$ cat config.mk
export PLATFORM = sky130hd
export DESIGN_NAME = uart_reg_bridge
export DESIGN_NICKNAME = d
export VERILOG_FILES = /design/src/rtl/uart_reg_bridge.sv
export SDC_FILE = /design/constraint.sdc
export NUM_CORES = 1
export LEC_CHECK = 0
export BUFFER_PORTS_ARGS = -buffer_cell sky130_fd_sc_hd__buf_2
export CORE_UTILIZATION = 38
export DETAILED_ROUTE_END_ITERATION = 10
export HOLD_SLACK_MARGIN = 0.1
export PLACE_DENSITY_LB_ADDON = 0.2
export SLEW_MARGIN = 10
export SYNTH_ARGS = -nofsm -noshare
export SYNTH_HDL_FRONTEND = slang
export SYNTH_SLANG_ARGS = --single-unit
export TNS_END_PERCENT = 50
$ cat constraint.sdc
create_clock -name clk -period 3 [get_ports clk]
set_input_delay 0 -clock clk [delete_from_list [all_inputs] [get_ports clk]]
set_output_delay 0 -clock clk [all_outputs]
set_load 0.005 [all_outputs]
$ cat src/rtl/uart_reg_bridge.sv
// Command layer on top of a byte UART: parses W/R frames, drives a single-byte
// register bus, and returns one response byte per frame.
module uart_reg_bridge #(
  parameter int TIMEOUT_CYCLES = 1024
) (
  input  logic       clk,
  input  logic       rst_n,
  input  logic [7:0] rx_data,
  input  logic       rx_valid,
  input  logic       rx_error,
  output logic       tx_start,
  output logic [7:0] tx_data,
  input  logic       tx_busy,
  input  logic       tx_done,
  output logic [7:0] reg_addr,
  output logic [7:0] reg_wdata,
  output logic       reg_we,
  output logic       reg_re,
  input  logic [7:0] reg_rdata,
  output logic       busy,
  output logic       frame_err
);

  localparam int         CW      = $clog2(TIMEOUT_CYCLES + 1);
  localparam logic [7:0] CMD_W   = 8'h57;
  localparam logic [7:0] CMD_R   = 8'h52;
  localparam logic [7:0] RSP_OK  = 8'h4B;
  localparam logic [7:0] RSP_UNK = 8'h3F;

  typedef enum logic [2:0] {
    IDLE, GET_ADDR, GET_DATA, REG_WR, REG_RD, RD_CAP, SEND, WAIT_DONE
  } state_e;

  state_e        state_q, state_d;
  logic [CW-1:0] cnt_q, cnt_d;
  logic          is_wr_q, is_wr_d;
  logic [7:0]    rsp_q, rsp_d;
  logic [7:0]    tx_data_q, tx_data_d;
  logic [7:0]    reg_addr_q, reg_addr_d;
  logic [7:0]    reg_wdata_q, reg_wdata_d;
  logic          tx_start_q, tx_start_d;
  logic          reg_we_q, reg_we_d;
  logic          reg_re_q, reg_re_d;
  logic          busy_q, busy_d;
  logic          frame_err_q, frame_err_d;
  logic          is_cmd;
  logic          tmo;

  assign is_cmd = (rx_data == CMD_W) || (rx_data == CMD_R);
  // A byte arriving in the timeout cycle wins over the timeout.
  assign tmo    = !rx_valid && (cnt_q == CW'(TIMEOUT_CYCLES));

  always_ff @(posedge clk) begin
    if (!rst_n) begin
      state_q     <= IDLE;
      cnt_q       <= '0;
      is_wr_q     <= 1'b0;
      rsp_q       <= 8'h00;
      tx_data_q   <= 8'h00;
      reg_addr_q  <= 8'h00;
      reg_wdata_q <= 8'h00;
      tx_start_q  <= 1'b0;
      reg_we_q    <= 1'b0;
      reg_re_q    <= 1'b0;
      busy_q      <= 1'b0;
      frame_err_q <= 1'b0;
    end else begin
      state_q     <= state_d;
      cnt_q       <= cnt_d;
      is_wr_q     <= is_wr_d;
      rsp_q       <= rsp_d;
      tx_data_q   <= tx_data_d;
      reg_addr_q  <= reg_addr_d;
      reg_wdata_q <= reg_wdata_d;
      tx_start_q  <= tx_start_d;
      reg_we_q    <= reg_we_d;
      reg_re_q    <= reg_re_d;
      busy_q      <= busy_d;
      frame_err_q <= frame_err_d;
    end
  end

  always_comb begin
    state_d = state_q;
    case (state_q)
      IDLE:      if (rx_valid && !rx_error) state_d = is_cmd ? GET_ADDR : SEND;
      GET_ADDR:  if (rx_valid)              state_d = rx_error ? IDLE : (is_wr_q ? GET_DATA : REG_RD);
                 else if (tmo)              state_d = IDLE;
      GET_DATA:  if (rx_valid)              state_d = rx_error ? IDLE : REG_WR;
                 else if (tmo)              state_d = IDLE;
      REG_WR:                               state_d = SEND;
      REG_RD:                               state_d = RD_CAP;
      RD_CAP:                               state_d = SEND;
      SEND:      if (!tx_busy)              state_d = WAIT_DONE;
      WAIT_DONE: if (tx_done)               state_d = IDLE;
      default:                              state_d = IDLE;
    endcase
    // Counter only runs while parked in a byte-wait state; any move clears it.
    cnt_d = '0;
    if ((state_q == GET_ADDR || state_q == GET_DATA) && state_d == state_q && !rx_valid)
      cnt_d = cnt_q + 1'b1;
  end

  always_comb begin
    is_wr_d     = is_wr_q;
    rsp_d       = rsp_q;
    tx_data_d   = tx_data_q;
    reg_addr_d  = reg_addr_q;
    reg_wdata_d = reg_wdata_q;
    tx_start_d  = 1'b0;
    reg_we_d    = 1'b0;
    reg_re_d    = 1'b0;
    frame_err_d = 1'b0;
    busy_d      = (state_d != IDLE);
    case (state_q)
      IDLE: if (rx_valid) begin
        if (rx_error)    frame_err_d = 1'b1;
        else if (is_cmd) is_wr_d     = (rx_data == CMD_W);
        else             rsp_d       = RSP_UNK;
      end
      GET_ADDR: if (rx_valid) begin
        if (rx_error) frame_err_d = 1'b1;
        else begin
          reg_addr_d = rx_data;
          reg_re_d   = !is_wr_q;
        end
      end else if (tmo) frame_err_d = 1'b1;
      GET_DATA: if (rx_valid) begin
        if (rx_error) frame_err_d = 1'b1;
        else begin
          reg_wdata_d = rx_data;
          reg_we_d    = 1'b1;
        end
      end else if (tmo) frame_err_d = 1'b1;
      REG_WR: rsp_d = RSP_OK;
      RD_CAP: rsp_d = reg_rdata;
      SEND: if (!tx_busy) begin
        tx_start_d = 1'b1;
        tx_data_d  = rsp_q;
      end
      default: ;
    endcase
    // No byte buffering: anything arriving while a frame is being answered is lost.
    if (rx_valid && (state_q inside {REG_WR, REG_RD, RD_CAP, SEND, WAIT_DONE}))
      frame_err_d = 1'b1;
  end

  assign tx_start  = tx_start_q;
  assign tx_data   = tx_data_q;
  assign reg_addr  = reg_addr_q;
  assign reg_wdata = reg_wdata_q;
  assign reg_we    = reg_we_q;
  assign reg_re    = reg_re_q;
  assign busy      = busy_q;
  assign frame_err = frame_err_q;

endmodule

Word level (Yosys, flattened, before mapping)
Cells that the tools add are included.
{"block": "totals", "out_inout_bits": 29, "regBits": 52}
{"block": "classes", "muxes": 23, "bitwise": 5, "add_sub_neg": 1, "eq_ne": 14, "reduce_logical": 25}
{"operator": "$mux W3", "count": 9}
{"operator": "$mux W8", "count": 3}
{"operator": "$pmux W8 S3", "count": 1}
{"operator": "$pmux W3 S7", "count": 1}
{"operator": "$eq A8 B7 Y1 const B", "count": 2}
{"operator": "$eq A3 B3 Y1 const B", "count": 4}
{"operator": "$add A11 B1 Y11 const B", "count": 1}
{"operator": "$eq A11 B11 Y1 const B", "count": 1}
{"operator": "$reduce_and A3 Y1", "count": 3}
{"operator": "$reduce_and A4 Y1", "count": 2}
{"operator": "$mux W1", "count": 7}
{"operator": "$eq A3 B2 Y1 const B", "count": 2}
{"operator": "$ne A2 B2 Y1 const B", "count": 3}
{"operator": "$reduce_and A2 Y1", "count": 3}
{"operator": "$reduce_bool A3 Y1", "count": 2}
{"operator": "$logic_and A1 B1 Y1", "count": 5}
{"operator": "$not A1 Y1", "count": 5}
{"operator": "$reduce_bool A5 Y1", "count": 1}
{"operator": "$reduce_or A2 Y1", "count": 2}
{"operator": "$reduce_or A4 Y1", "count": 1}
{"operator": "$eq A3 B1 Y1 const B", "count": 1}
{"operator": "$eq A3 B3 Y1", "count": 1}
{"operator": "$logic_not A1 Y1", "count": 3}
{"operator": "$logic_not A3 Y1", "count": 1}
{"operator": "other kinds (3)", "count": 4}

Longest topological paths before layout
{"block": "depth", "depth_word": 9, "mapped_depth": 7, "depth_no_buf": 7}

Worst setup path after synthesis
OpenSTA, ideal clock, no wires.
{"block": "synth_path", "path_kind": "register to register", "start": "reg cnt_q[0]", "end": "reg busy_q (netlist: busy)", "setup_slack_ns": 1.193, "required_ns": 2.875, "arrival_time_ns": 1.682, "path_stages_with_launch": 8, "synth_period_minus_slack_ns": 1.807, "n_path_buf": 0, "path_cell_list": "dfxtp_1 -> inv_1 -> ha_1 -> nor4b_1 -> and4b_1 -> nor4_1 -> a211o_1 -> o41a_1"}
{"block": "synth_via", "elab_chain_len": 6}
{"element": "from (decl)", "line_no": "35", "source": "logic [CW-1:0] cnt_q, cnt_d;"}
{"element": "from (signal assigned)", "line_no": "69", "source": "cnt_q <= cnt_d;"}
{"element": "$eq A11 B11 Y1 *", "line_no": "51", "source": "assign tmo = !rx_valid && (cnt_q == CW'(TIMEOUT_CYCLES));"}
{"element": "$logic_and A1 B1 Y1 *", "line_no": "51"}
{"element": "$mux W3 *", "line_no": "88, 90"}
{"element": "$mux W3, on equally long branches", "line_no": "89, 87"}
{"element": "$pmux W3 S7 *", "line_no": "85", "source": "case (state_q)"}
{"element": "$reduce_bool A3 Y1 *", "line_no": "114", "source": "busy_d = (state_d != IDLE);"}
{"element": "to (signal assigned)", "line_no": "78", "source": "busy_q <= busy_d;"}
{"element": "to (decl)", "line_no": "44", "source": "logic busy_q, busy_d;"}
Every way passes the cells marked *; elsewhere a longest branch is shown, timed or not.
A chain may end at the register's enable or synchronous reset.

Worst setup path in the final report
{"block": "layout_path", "start": "reg state_q[2]", "end": "reg rsp_q[3]"}
{"block": "layout_via", "elab_chain_len": 3}
{"element": "from (decl)", "line_no": "34", "source": "state_e state_q, state_d;"}
{"element": "from (signal assigned)", "line_no": "68", "source": "state_q <= state_d;"}
{"element": "$eq A3 B2 Y1 (tied with other cells)", "line_no": "115", "source": "case (state_q)"}
{"element": "$reduce_bool A3 Y1 (no source line) or $ne A2 B2 Y1 (tied branches)"}
{"element": "$reduce_and A4 Y1 (no source line)"}
{"element": "to (signal assigned)", "line_no": "71", "source": "rsp_q <= rsp_d;"}
{"element": "to (decl)", "line_no": "37", "source": "logic [7:0] rsp_q, rsp_d;"}
Parallel ways exist; a longest one is shown, timed or not.

==> summary.txt <==
Detailed routing
  – DRC: 0
  – WL final: 4.83 mm
  – DR vias: 1952
  – DRT Pass-1 Iters: 4
  – Vias/cell: about 4.9
  – Final ANT Viol Nets: 0
  – Initial drt markers: 79
  – Drt wl/cell: 12.2 microns

Clock network
  – Clk Latency, worst-skew pair: 0.31 ns
  – Num Clock Sinks: 52
  – H-tree depth: 2
  – Setup Fix Bufs, Post-CTS: 0
  – Clock transition at path regs: 0.09 ns
  – CTS Buf Count: 5
  – CTS tree: done
  – Clock buffer depth: 2
  – Root Driver: clkbuf_8

Floorplan
  – Die H: 77.4 microns
  – Initial Utilization: 0.392
  – CORE AREA: 0.00551 sq mm
  – # IOs: 51
  – Die W: around 77 microns
  – # rows: 27
  – DIE AREA: 0.00599 sq mm

Worst setup path
  – CP Capture Type: register
  – Worst EP arrival: 2.85 ns
  – Req. time, crit path: 3.19 ns
  – Startpoint Class: register
  – Crit path kind: reg -> reg
  – Max FO, Critical Path: 18

Timing
  – RSZ-0062 raised after global routing: false
  – Hold Violations, Final: 0
  – Setup TNS: 0 ns
  – Min cycle time layout: 2.66 ns
  – Actual slew at the worst max-slew pin: 0.855 ns
  – Final setup viols: 0
  – Peak Freq: 0.376 GHz
  – Worst slew margin: 0.426
  – Final period util: 0.886
  – Max Slew Vio Count: 0
  – Final Skew: 0.0112 ns

Global route
  – Grt ovf: 0
  – Largest net degree at the start of global routing: 36
  – Initial antenna violation count: 0
  – First-pass GRT wire length: 8.05 mm
  – All-Layer GR Usage: 0.170
  – Vias in the first global route: 1790

Logic synthesis
  – Synth Area in Compound Gates: 0.168
  – Synth Instances: 256
  – Register area share after synthesis: 0.482
  – Synth Area in XOR/XNOR: 0.0365
  – Dominant synthesized flop cell: dfxtp_1
  – Synth cell types: 42
  – Syn Nets: 280
  – Flop and latch count out of synthesis: 52
  – Syn_area_per_cell: around 8.4 sq um
  – Post-Synth Simple-Gate Area: 0.255
  – Post-synth EDFFs: 0
  – Largest family of logic cells by synthesized area: simple AND/OR/NAND/NOR gates
  – Async SR Flop Fraction: 0
  – Post-synthesis cell area: 0.00216 sq mm
  – Mux contribution to synthesized area: 0
  – Synth warn: 0
  – Adder-cell area share of the yosys netlist: 0.0116

Place
  – Post-DP HPWL: ~3.3 mm
  – Placer Congestion: 0.749
  – Placed Area: 0.00242 sq mm
  – IO buf count: 50
  – Cell total after placement: 365

Final layout
  – Post-Layout Cell Count: 395
  – Final core utilization: 0.496
  – Share of layout cells above drive strength 1: 0.214
  – Post-layout instance area: between 0.002 and 0.003 sq mm
  – Nets: 346
  – Inserted Diodes: 0
  – Area grow syn2layout: 26.6%

Min path
  – Min-delay worst type: in -> reg

Power
  – Power density over the cells: between 400 and 500 mW/mm^2
  – Leakage dissipation: 1.09 nW
  – Total power: 1.30 mW
  – Worst vdd ir: about 0.18 mV

Run status
  – Outcome: finished, final reports clean

Flow run
  – Maximum Capacitance Violations: 0
[final cells by class]
cell class	instances	area, sq um
fill	548	2770
sequential	52	1040
multi-input combinational	185	1020
timing repair buffer	72	470
tap	72	90.1
clock buffer	5	68.8
clock inverter	3	23.8
inverter	6	22.5
[path summary, 6_finish.rpt]
check,start,end,slack (ns),cells past startpoint
hold / removal,tx_busy,tx_data[1]$_SDFFE_PN0P_,0.12,4
hold reg to reg,tx_data[1]$_SDFFE_PN0P_,tx_data[1]$_SDFFE_PN0P_,0.45,2
setup / recovery,state_q[2]$_SDFF_PN0_,rsp_q[3]$_SDFFE_PN0P_,0.34,5
setup reg to reg,state_q[2]$_SDFF_PN0_,rsp_q[3]$_SDFFE_PN0P_,0.34,5
[registers in the layout, summed over array words and instances (netlist names)]
name / flops
cnt_q: 11
reg_addr: 8
reg_wdata: 8
rsp_q: 8
tx_data: 8
state_q: 3
busy: 1
frame_err: 1
is_wr_q: 1
reg_re: 1
reg_we: 1
tx_start: 1
[synth_stat cells, types with 2 or more instances]
| cell type | number | share of area |
|---|---|---|
| a21oi_1 | 36 | 0.083 |
| a22oi_1 | 2 | 0.0070 |
| a32oi_1 | 2 | 0.0081 |
| and2b_1 | 2 | 0.0070 |
| buf_6 | 4 | 0.021 |
| clkbuf_1 | 9 | 0.016 |
| dfxtp_1 | 52 | 0.48 |
| ha_1 | 2 | 0.012 |
| inv_1 | 5 | 0.0087 |
| nand2_1 | 45 | 0.078 |
| nand2b_1 | 2 | 0.0058 |
| nand3_1 | 20 | 0.046 |
| nand4_1 | 2 | 0.0058 |
| nor2_1 | 19 | 0.033 |
| nor2b_1 | 3 | 0.0087 |
| nor3_1 | 5 | 0.012 |
| nor4_1 | 4 | 0.012 |
| o21a_1 | 2 | 0.0070 |
| o21ai_0 | 7 | 0.016 |
| o221a_2 | 3 | 0.016 |
| or3_1 | 2 | 0.0058 |
| xnor2_1 | 5 | 0.020 |
| xor2_1 | 4 | 0.016 |
[cells by family (layout without fill, tap and decap cells)]
family / count (synthesis) / after routing
xor gates and xnor gates: 9 / 9
adders and majority gates: 2 / 2
AOI/OAI and AO/OA: 59 / 59
buffers and inverters: 19 / 86
DFF: 52 / 52
and+or+nand+nor: 115 / 115
[worst max-delay path, stage by stage, from the launching register on]
cell	delay [ns]
dfxtp_1	0.66
nor2_1	0.12
o21ai_0	0.68
nand2_1	0.20
o221a_2	0.31
dlygate4sd3_1	0.57
[where the power goes]
part | internal, mW | total (mW) | leakage, nW | switching [mW]
clock | 0.165 | 0.402 | 0.0404 | 0.237
sequential | 0.713 | 0.739 | 0.421 | 0.0254
combinational | 0.0756 | 0.155 | 0.632 | 0.0799
total | 0.954 | 1.30 | 1.09 | 0.342
[routing by layer]
layer / share of wire / vias up / GRT usage
met5: 0 / - / 0
met4: 0.016 / 0 / 0.0736
met3: 0.038 / 6 / 0.0388
met2: 0.45 / 41 / 0.270
met1: 0.49 / 882 / 0.220
li1: - / 1023 / -
[through the flow]
step	hold slack [ns]	setup slack, ns
final	0.116	0.342
after global routing	0.135	0.137
after global placement	0.234	0.966
after detailed placement	0.239	0.914
after CTS	0.114	0.443
after floorplan	0.136	1.19
[cells in the final DEF, fill, tap and decap left out, types with 3 or more instances in the layout]
master	count
nor3_1	5
buf_2	50
o21ai_0	7
nor2_1	19
nand3_1	20
clkbuf_8	5
xor2_1	4
inv_1	5
xnor2_1	5
nand2_1	45
o221a_2	3
nor4_1	4
dfxtp_1	52
a21oi_1	36
nor2b_1	3
dlygate4sd3_1	22
[timing repair]
action / 4_1_cts / 5_1_grt
gates resized for setup: 0 / 0
endpoints found under the hold margin: 30 / 0
hold buffers: 22 / 0
No activity file was read; power rests on OpenSTA's default activity.
